[config.mk]
export PLATFORM = sky130hd
export DESIGN_NAME = i2cm_reg_bank
export DESIGN_NICKNAME = d
export VERILOG_FILES = /design/src/rtl/i2cm_reg_bank.sv
export SDC_FILE = /design/constraint.sdc
export NUM_CORES = 2
export LEC_CHECK = 0
export ABC_CLOCK_PERIOD_IN_PS = 2300
export CAP_MARGIN = 20
export CORE_MARGIN = 1.5
export CORE_UTILIZATION = 50
export CTS_CLUSTER_SIZE = 14
export DETAILED_ROUTE_END_ITERATION = 8
export PLACE_DENSITY = 0.77
export SLEW_MARGIN = 20
export SYNTH_ARGS = -nofsm -noshare
export SYNTH_HDL_FRONTEND = slang
export SYNTH_SLANG_ARGS = --single-unit
[constraint.sdc]
create_clock -name i2csf_clk -period 2.3 [get_ports i2csf_clk]
set_input_delay 0.23 -clock i2csf_clk [delete_from_list [all_inputs] [get_ports i2csf_clk]]
set_output_delay 0.23 -clock i2csf_clk [all_outputs]
set_load 0.05 [all_outputs]
[src/rtl/i2cm_reg_bank.sv]
// Paged host register bank for an N-channel I2C master.
// Page index register at 8'hFF selects either the config page (per-channel
// control, trigger/busy, sticky W1C status, IRQ enables) or the data page
// (byte buffer shared with the master engines through dedicated ports).
module i2cm_reg_bank #(
  parameter int         NUM_CH     = 2,
  parameter int         DATA_DEPTH = 32,
  parameter logic [3:0] PAGE_CFG   = 4'hA,
  parameter logic [3:0] PAGE_DATA  = 4'hE
) (
  input  logic                  i2csf_clk,
  input  logic                  i2csf_rst_n,
  input  logic                  reg_we,
  input  logic [7:0]            reg_addr,
  input  logic [7:0]            reg_wdata,
  output logic [7:0]            reg_rdata,
  input  logic [NUM_CH-1:0]     i_i2cm_finish_tgl,
  input  logic [NUM_CH-1:0]     i_i2cm_nack_ntfy_tgl,
  input  logic                  i_i2cm_wr_en,
  input  logic [7:0]            i_i2cm_wr_addr,
  input  logic [7:0]            i_i2cm_wr_data,
  input  logic [7:0]            i_i2cm_rd_addr,
  output logic [7:0]            r_i2cm_rd_data,
  output logic [NUM_CH-1:0]     r_i2cm_trg,
  output logic [NUM_CH-1:0]     r_i2cm_seq,
  output logic [NUM_CH-1:0]     r_i2cm_stb,
  output logic [NUM_CH-1:0]     r_i2cm_type,
  output logic [NUM_CH*8-1:0]   r_i2cm_num,
  output logic [NUM_CH*8-1:0]   r_i2cm_dev_id,
  output logic [NUM_CH*8-1:0]   r_i2cm_addr,
  output logic [NUM_CH-1:0]     r_i2cm_busy,
  output logic                  o_irq,
  output logic                  o_wr_collide
);

  // DATA_DEPTH is at most 255, so the limit always fits in a byte.
  localparam logic [7:0] DEPTH_LIM = 8'(DATA_DEPTH);

  logic [3:0]        page_reg;
  logic              idx_sel;
  logic              cfg_wr;
  logic              data_wr;
  logic              irq_reg;
  logic              collide_reg;
  logic [NUM_CH-1:0] irq_src;
  // Full 256-entry array so an 8-bit address indexes it directly; entries at
  // or above DATA_DEPTH are never written and stay at their reset value.
  logic [7:0]        mem_reg [256];
  // Read-mux chain across channels: element gi+1 holds the selected byte so far.
  logic [7:0]        rd_chain [NUM_CH+1];

  assign idx_sel = (reg_addr == 8'hFF);
  assign cfg_wr  = reg_we && !idx_sel && (page_reg == PAGE_CFG);
  assign data_wr = reg_we && !idx_sel && (page_reg == PAGE_DATA);

  // Page index register.
  always_ff @(posedge i2csf_clk) begin
    if (!i2csf_rst_n) begin
      page_reg <= 4'h0;
    end else if (reg_we && idx_sel) begin
      page_reg <= reg_wdata[3:0];
    end
  end

  assign rd_chain[0] = 8'h00;

  genvar gi;
  generate
    for (gi = 0; gi < NUM_CH; gi++) begin : g_ch
      logic [2:0] ctrl_reg;    // {type, stb, seq}
      logic [2:0] status_reg;  // {ovr, nack, finish}
      logic [2:0] irq_en_reg;
      logic [7:0] num_reg;
      logic [7:0] dev_reg;
      logic [7:0] adr_reg;
      logic       busy_reg;
      logic       trg_reg;
      logic       fin_d_reg;
      logic       nack_d_reg;
      logic       ch_hit;
      logic       ch_wr;
      logic       fin_edge;
      logic       nack_edge;
      logic       trg_req;
      logic       busy_held;
      logic [2:0] w1c_mask;
      logic [2:0] set_mask;
      logic [7:0] ch_rd;

      assign ch_hit    = (reg_addr[7:3] == 5'(gi));
      assign ch_wr     = cfg_wr && ch_hit;
      assign fin_edge  = i_i2cm_finish_tgl[gi] ^ fin_d_reg;
      assign nack_edge = i_i2cm_nack_ntfy_tgl[gi] ^ nack_d_reg;
      assign trg_req   = ch_wr && (reg_addr[2:0] == 3'd0) && reg_wdata[0];
      // A finish edge in the same cycle frees the channel before the trigger is judged.
      assign busy_held = busy_reg && !fin_edge;
      assign w1c_mask  = (ch_wr && (reg_addr[2:0] == 3'd4)) ? reg_wdata[2:0] : 3'b000;
      assign set_mask  = {trg_req && busy_held, nack_edge, fin_edge};

      // Channel state: toggle history, trigger/busy, sticky status and R/W fields.
      always_ff @(posedge i2csf_clk) begin
        if (!i2csf_rst_n) begin
          ctrl_reg   <= 3'b000;
          status_reg <= 3'b000;
          irq_en_reg <= 3'b000;
          num_reg    <= 8'h00;
          dev_reg    <= 8'h00;
          adr_reg    <= 8'h00;
          busy_reg   <= 1'b0;
          trg_reg    <= 1'b0;
          fin_d_reg  <= 1'b0;
          nack_d_reg <= 1'b0;
        end else begin
          fin_d_reg  <= i_i2cm_finish_tgl[gi];
          nack_d_reg <= i_i2cm_nack_ntfy_tgl[gi];
          trg_reg    <= trg_req && !busy_held;
          busy_reg   <= busy_held || trg_req;
          // Set wins over a simultaneous W1C.
          status_reg <= (status_reg & ~w1c_mask) | set_mask;
          if (ch_wr) begin
            case (reg_addr[2:0])
              3'd0:    ctrl_reg   <= reg_wdata[3:1];
              3'd1:    num_reg    <= reg_wdata;
              3'd2:    dev_reg    <= reg_wdata;
              3'd3:    adr_reg    <= reg_wdata;
              3'd5:    irq_en_reg <= reg_wdata[2:0];
              default: ;
            endcase
          end
        end
      end

      // Host view of this channel's 8-byte window.
      always_comb begin
        ch_rd = 8'h00;
        case (reg_addr[2:0])
          3'd0:    ch_rd = {4'h0, ctrl_reg, 1'b0};
          3'd1:    ch_rd = num_reg;
          3'd2:    ch_rd = dev_reg;
          3'd3:    ch_rd = adr_reg;
          3'd4:    ch_rd = {5'h00, status_reg};
          3'd5:    ch_rd = {5'h00, irq_en_reg};
          default: ch_rd = 8'h00;
        endcase
      end

      assign rd_chain[gi+1]        = ch_hit ? ch_rd : rd_chain[gi];
      assign irq_src[gi]           = |(status_reg & irq_en_reg);
      assign r_i2cm_trg[gi]        = trg_reg;
      assign r_i2cm_busy[gi]       = busy_reg;
      assign r_i2cm_seq[gi]        = ctrl_reg[0];
      assign r_i2cm_stb[gi]        = ctrl_reg[1];
      assign r_i2cm_type[gi]       = ctrl_reg[2];
      assign r_i2cm_num[8*gi +: 8]    = num_reg;
      assign r_i2cm_dev_id[8*gi +: 8] = dev_reg;
      assign r_i2cm_addr[8*gi +: 8]   = adr_reg;
    end
  endgenerate

  // Registered interrupt and host-write collision pulse.
  always_ff @(posedge i2csf_clk) begin
    if (!i2csf_rst_n) begin
      irq_reg     <= 1'b0;
      collide_reg <= 1'b0;
    end else begin
      irq_reg     <= |irq_src;
      collide_reg <= data_wr && i_i2cm_wr_en;
    end
  end

  assign o_irq        = irq_reg;
  assign o_wr_collide = collide_reg;

  // Data buffer: the master write always wins; a colliding host write is dropped.
  always_ff @(posedge i2csf_clk) begin
    if (!i2csf_rst_n) begin
      mem_reg <= '{default: 8'h00};
    end else if (i_i2cm_wr_en) begin
      if (i_i2cm_wr_addr < DEPTH_LIM) begin
        mem_reg[i_i2cm_wr_addr] <= i_i2cm_wr_data;
      end
    end else if (data_wr && (reg_addr < DEPTH_LIM)) begin
      mem_reg[reg_addr] <= reg_wdata;
    end
  end

  assign r_i2cm_rd_data = (i_i2cm_rd_addr < DEPTH_LIM) ? mem_reg[i_i2cm_rd_addr] : 8'h00;

  // Host read mux, combinational from reg_addr.
  always_comb begin
    reg_rdata = 8'h00;
    if (idx_sel) begin
      reg_rdata = {4'h0, page_reg};
    end else if (page_reg == PAGE_CFG) begin
      reg_rdata = rd_chain[NUM_CH];
    end else if ((page_reg == PAGE_DATA) && (reg_addr < DEPTH_LIM)) begin
      reg_rdata = mem_reg[reg_addr];
    end
  end

endmodule
# Word-level counts from Yosys, hierarchy flattened
# Cells that the tools add are included.
[totals]
elab_cells = 382
regBits = 2128
output_inout_bits = 76
[classes]
bitwise = 15
n_reduce_logical = 45
eq_ne = 10
mux = 25
order_cmp = 8
[ops]
columns = ["op", "n"]
rows = [
  ["2048-bit 2-to-1 mux", 3],
  ["2048-bit bitwise mux", 2],
  ["8-bit binary-select mux with 8-bit select", 2],
  ["8-bit demux with 8-bit select", 2],
  ["8-bit 2-to-1 mux", 12],
  ["8-bit case mux with 6 select lines", 2],
  ["9-bit greater-or-equal comparator (second input constant)", 3],
  ["8-bit NOT with 9-bit output", 3],
  ["8-bit by 6-bit less-than comparator with 1-bit output (second input constant)", 3],
  ["1-bit logical AND", 23],
  ["2-bit AND reduction", 11],
  ["9-bit by 1-bit less-than comparator with 1-bit output (second input constant)", 2],
  ["3-bit bitwise AND", 4],
  ["4-bit == test (second input constant)", 2],
  ["8-bit == test (second input constant)", 1],
  ["3-bit by 2-bit == test with 1-bit output (second input constant)", 2],
  ["3-bit == test (second input constant)", 2],
  ["3-bit 2-to-1 mux", 2],
  ["3-bit NOT", 2],
  ["3-bit OR", 2],
  ["6-bit OR reduction", 1],
  ["5-bit by 1-bit == test with 1-bit output (second input constant)", 1],
  ["1-bit zero test", 5],
  ["5-bit zero test", 1],
  ["6 further kinds", 10],
]

# Longest topological paths before layout
[depth]
depth_word = 10
ltp_mapped = 12

# Worst setup path before layout
# No wires, ideal clock.
[synth_timing]
kind = "input to output"
start = "in reg_addr[1]"
end = "out reg_rdata[7]"
path_slack_ns = -0.832
path_buffers = 5
t_arrival_ns = 2.902
path_stages = 12
path_cell_list = "buf_2 buf_4 buf_4 buf_2 buf_2 mux4_2 a22oi_1 a21oi_1 nor2_1 o211ai_1 nor3_1 o21ai_0"
[synth_via]
elab_chain_len = 7
word_cells_on_any_way = 20
classes_between = "order compare (1); eq/ne (6); mux (10); bitwise (1); reduce/logical (2)"
[synth_rtl]
columns = ["item", "line_no", "text"]
rows = [
  ["start: declaration", "14", "input logic [7:0] reg_addr,"],
  ["8-bit NOT with 9-bit output (not written as such)", "197", "reg_rdata = mem_reg[reg_addr];"],
  ["8-bit binary-select mux with 8-bit select", "197", ""],
  ["8-bit 2-to-1 mux (not written as such) (2 in series)", "197", ""],
  ["8-bit 2-to-1 mux", "196", "end else if ((page_reg == PAGE_DATA) && (reg_addr < DEPTH_LIM)) begin"],
  ["8-bit 2-to-1 mux", "194", "end else if (page_reg == PAGE_CFG) begin"],
  ["8-bit 2-to-1 mux (*)", "192", "if (idx_sel) begin"],
  ["end: declaration", "16", "output logic [7:0] reg_rdata,"],
]
# Every way passes the cells marked *; elsewhere a longest branch is shown, timed or not. The select of a mux whose other input is x is not followed.

# Worst setup path in the final report
[layout_timing]
start = "reg mem_reg[1603] (netlist bit)"
end = "out reg_rdata[3]"
[layout_via]
elab_chain_len = 6
[layout_rtl]
columns = ["item", "line_no", "text"]
rows = [
  ["start: declaration", "48", "logic [7:0] mem_reg [256];"],
  ["start signal: indexed assignment", "180", "mem_reg[i_i2cm_wr_addr] <= i_i2cm_wr_data;"],
  ["start signal: indexed assignment", "183", "mem_reg[reg_addr] <= reg_wdata;"],
  ["8-bit binary-select mux with 8-bit select", "197", ""],
  ["8-bit 2-to-1 mux (not written as such) (2 in series)", "197", ""],
  ["8-bit 2-to-1 mux", "196", ""],
  ["8-bit 2-to-1 mux", "194", ""],
  ["8-bit 2-to-1 mux", "192", ""],
]
# Every way passes these cells. The select of a mux whose other input is x is not followed.

==> run summary <==
The die is 361.2 um tall. The initial antenna violation count came out at 1. The tools report the net count of the finished layout as 6202. Hold timing on the final database bottoms out at a slack of 60.36 ps. The clock reaches the later pin of the worst-skew pair after 790 ps.

The post-synthesis instance total was 5609; the area growth from synthesis to layout was 23.19%. The largest single stage delay on the critical path is 510 ps. The smallest setup slack after layout is -1140 ps. Yosys attributes the largest share of cell area to sky130_fd_sc_hd__dfxtp_1, sky130_fd_sc_hd__mux4_2, sky130_fd_sc_hd__and2_1. Kind of end point of the critical path: an output port.

The worst reg2reg path startpoint was page_reg[0]. Buffers inserted during clock tree synthesis total 158. The final reports fail on setup timing. In this run the worst path has a maximum fanout of 2. The portion of the post-synthesis area used by sequential elements was 50.42%.

The slowest stage of the critical path is the sky130_fd_sc_hd__mux4_2 cell. Cell taking the most area after synthesis: sky130_fd_sc_hd__dfxtp_1. The vias after detailed routing is 46.40k, and the starting DRC count in detailed routing is 4834. The logs give 274100 um for the wire length of the first global-routing pass and 3210 ps for the arrival time of the worst setup path.

The worst hold path class was in -> reg. After floorplanning, the core was divided into 131 placement rows. The die covers 0.1305 sq mm. The run gives 0 as the count of warnings emitted by yosys.

The most numerous cell type found on the critical path is sky130_fd_sc_hd__mux4_2. In this run the remaining antenna-violating nets after routing total 0. At the placement stage, the worst setup path has a slack of -1082 ps. The total of buffers placed on input and output ports was 123. The count of max-cap constraint violations came out at 0. Counting cells, the worst reg-to-reg path comes to 12.

The tools report the count of clock tree sinks as 1616. The analysis attributes to cell leakage a power of 32.62 nW. Headroom to the max-slew limit: 51.74%.

Setup repair after global routing could not meet its margin everywhere. The sum of overflow across all layers after global routing was 0; the width of the die was 361.2 um. Dividing the synthesized area by the synthesized cell count gives 11.44 sq um. The flow ran to the end, but the final reports show violations. Entering global routing, the biggest net connects 235 pins. In this run the biggest area consumer among cell types represents 50.42% of the synthesized area. The via count of the first global-routing pass is 47.54k, and the register-to-register path setup slack is -140 ps. The kind of critical path was reg -> out. The end point of the critical path is reg_rdata[3]. TritonCTS built the clock tree.

Dividing total power by cell area gives a power density of 732.7 mW/mm^2. In the synthesized netlist the async set-or-reset flop fraction comes to 0%. The routed via count divided by cell count was 5.839; the H-tree level count was 4. The post-route netlist has 27.60% of its cells at a drive strength greater than 1.

The synthesized cell area was 0.06417 sq mm. In the layout the commonest cells are sky130_fd_sc_hd__dfxtp_1, sky130_fd_sc_hd__and2_1, sky130_fd_sc_hd__buf_4. For this run, the top clock speed supported by timing is 290.7 MHz. Summed over all layers, the routed wires come to 176200 um. The number of register bits inferred by synthesis was 1616. Global routing consumed, over all layers together, 26.61% of the routing resources. The critical path crosses 6 cells after its start point. The count of flip-flops with a built-in enable after synthesis was 0.

The tools report the cell chosen for the clock root as sky130_fd_sc_hd__clkbuf_16. The critical path goes through mux4_2 -> mux4_2 -> o211ai_1 -> a31oi_1 -> o22a_2 -> buf_12. At the end of routability-driven placement, the weighted congestion stood at 0.9623. Counting along the longest clock path gives a buffer depth of 3. The number of hold-slack violations in the final timing report is 0.

The worst setup path is launched from a register. For the DRC violation count after routing, the log shows 0. The most critical setup path has its startpoint at mem_reg[1603]. The number of flip-flops under the largest register name was 1536; the slew at the pin with the worst max-slew slack was 723.9 ps. Dominant register cell in the synthesized netlist: sky130_fd_sc_hd__dfxtp_1. The overall power of the completed layout came out at 57.92 mW. The worst-case vdd ir drop is 0.7251 mV. Counting distinct cell types in the post-synthesis netlist gives 72. During I/O placement, the number of pins put on the boundary was 124. The final number of max-transition violations was 0; the final period demand of the worst path was 3440 ps. Cells fill 61.99% of the core in the end.

After layout, the worst path uses 149.6% of the clock period. After clock tree synthesis, the clock-pin slew on the worst setup and hold paths is 60 ps. The region available for standard cell placement spans 0.1275 sq mm. The total nets after synthesis is 5657. The clock arrives with 25.46 ps of skew. The required time of the critical path came out at 2070 ps.

Counting the fill cells in the layout gives 9298. Buffering stage count on the worst path with inverters included: 1. Once detailed placement completed, the half-perimeter wirelength came to 116600 um. Setup violations remaining at the end of the flow were counted as 131. The cell type group with the largest total delay on the critical path was multiplexers. Once the floorplan was initialized, standard cells occupied 50.32% of the core. Dividing the detail-routed wire length by the instance count gives 22.18 um.

Terminus of the critical flop-to-flop path: mem_reg[1945]. The most common cell after layout, fill and taps aside is sky130_fd_sc_hd__dfxtp_1. Before antenna repair, the detailed router went through 8 iterations.
-- synthesized netlist by cell type (12+ instances only) --
master / number
sky130_fd_sc_hd__o22ai_1: 260
sky130_fd_sc_hd__nand2_1: 183
sky130_fd_sc_hd__nor2b_1: 14
sky130_fd_sc_hd__nor2_1: 339
sky130_fd_sc_hd__mux2i_1: 331
sky130_fd_sc_hd__buf_6: 16
sky130_fd_sc_hd__dfxtp_1: 1616
sky130_fd_sc_hd__buf_4: 44
sky130_fd_sc_hd__buf_2: 65
sky130_fd_sc_hd__nand2b_1: 18
sky130_fd_sc_hd__nand3_1: 41
sky130_fd_sc_hd__a31oi_1: 12
sky130_fd_sc_hd__mux4_2: 452
sky130_fd_sc_hd__buf_1: 13
sky130_fd_sc_hd__and2_1: 1291
sky130_fd_sc_hd__clkbuf_1: 362
sky130_fd_sc_hd__o21ai_2: 21
sky130_fd_sc_hd__a21oi_1: 128
sky130_fd_sc_hd__o21ai_0: 84
sky130_fd_sc_hd__a22oi_1: 125
-- repair_timing --
item,in CTS,in global routing
gates resized for setup,146,142
pin swaps,36,43
setup endpoints to repair,60,99
hold buffers,1,0
cloned,0,3
endpoints found under the hold margin,36,0
buffers inserted,3,15
-- worst reg2reg max path: cells and delay by family (launching register included) --
family                 cells  cell delay, ps
flip-flops                 1             330
AO/OA/AOI/OAI              1              80
buffers and inverters      5             830
multiplexers               1             190
AND/OR/NAND/NOR            5             900
-- worst min path at each step --
stage / start / to / cells past startpoint
2_1_floorplan: i_i2cm_finish_tgl[0] / g_ch[0].fin_d_reg / 1
3_3_place_gp: mem_reg[752] / mem_reg[752] / 1
6_report: i_i2cm_finish_tgl[1] / g_ch[1].fin_d_reg / 2
3_5_place_dp: mem_reg[1168] / mem_reg[1168] / 1
5_1_grt: i_i2cm_nack_ntfy_tgl[0] / g_ch[0].nack_d_reg / 2
4_1_cts: i_i2cm_finish_tgl[1] / g_ch[1].fin_d_reg / 2
-- cell families (layout without fill, tap and decap cells) --
group / count (synthesis) / count (layout) / share of synthesized area [%]
xor gates and xnor gates: 4 / 4 / 0.05459
muxes: 804 / 804 / 21.63
buffers and inverters: 516 / 1190 / 3.658
AOI/OAI and AO/OA: 719 / 719 / 7.258
other: 0 / 2 / 0
DFF: 1616 / 1616 / 50.42
and+or+nand+nor: 1950 / 1950 / 16.98
-- layout make-up --
class / instances / area (sq um) / share of cell area, %
clock inverter: 57 / 720.7 / 0.9117
tap: 1662 / 2079 / 2.631
antenna: 2 / 5.005 / 0.006332
timing repair buffer: 888 / 8775 / 11.10
multi-input combinational: 3477 / 30310 / 38.35
sequential: 1616 / 32400 / 40.99
clock buffer: 232 / 4696 / 5.941
inverter: 13 / 56.30 / 0.07123
-- metal layers --
metal	track usage (%)	vias up	wire length [um]
met5	0	-	0
met4	12.70	0	8388
met3	5.389	560	16150
met2	41.59	2199	79730
met1	35.42	22730	71970
li1	-	20920	-
-- report_power, final --
part / internal (mW) / leakage (nW) / switching, mW
sequential: 28.0 / 13.0 / 0.00763
clock: 15.7 / 2.69 / 11.1
combinational: 1.21 / 16.9 / 1.91
total: 44.9 / 32.6 / 13.0
-- per-stage QoR --
stage | cell area, sq um | instances | setup TNS, ps
CTS | 78370 | 7933 | -13730
global route | 79040 | 7946 | -39410
global placement | 72550 | 7642 | -138220
floorplan | 64520 | 5609 | -1056
detailed placement | 72550 | 7642 | -143970
finish | 79050 | 7947 | -20410
Power figures use the tool's default switching activity.
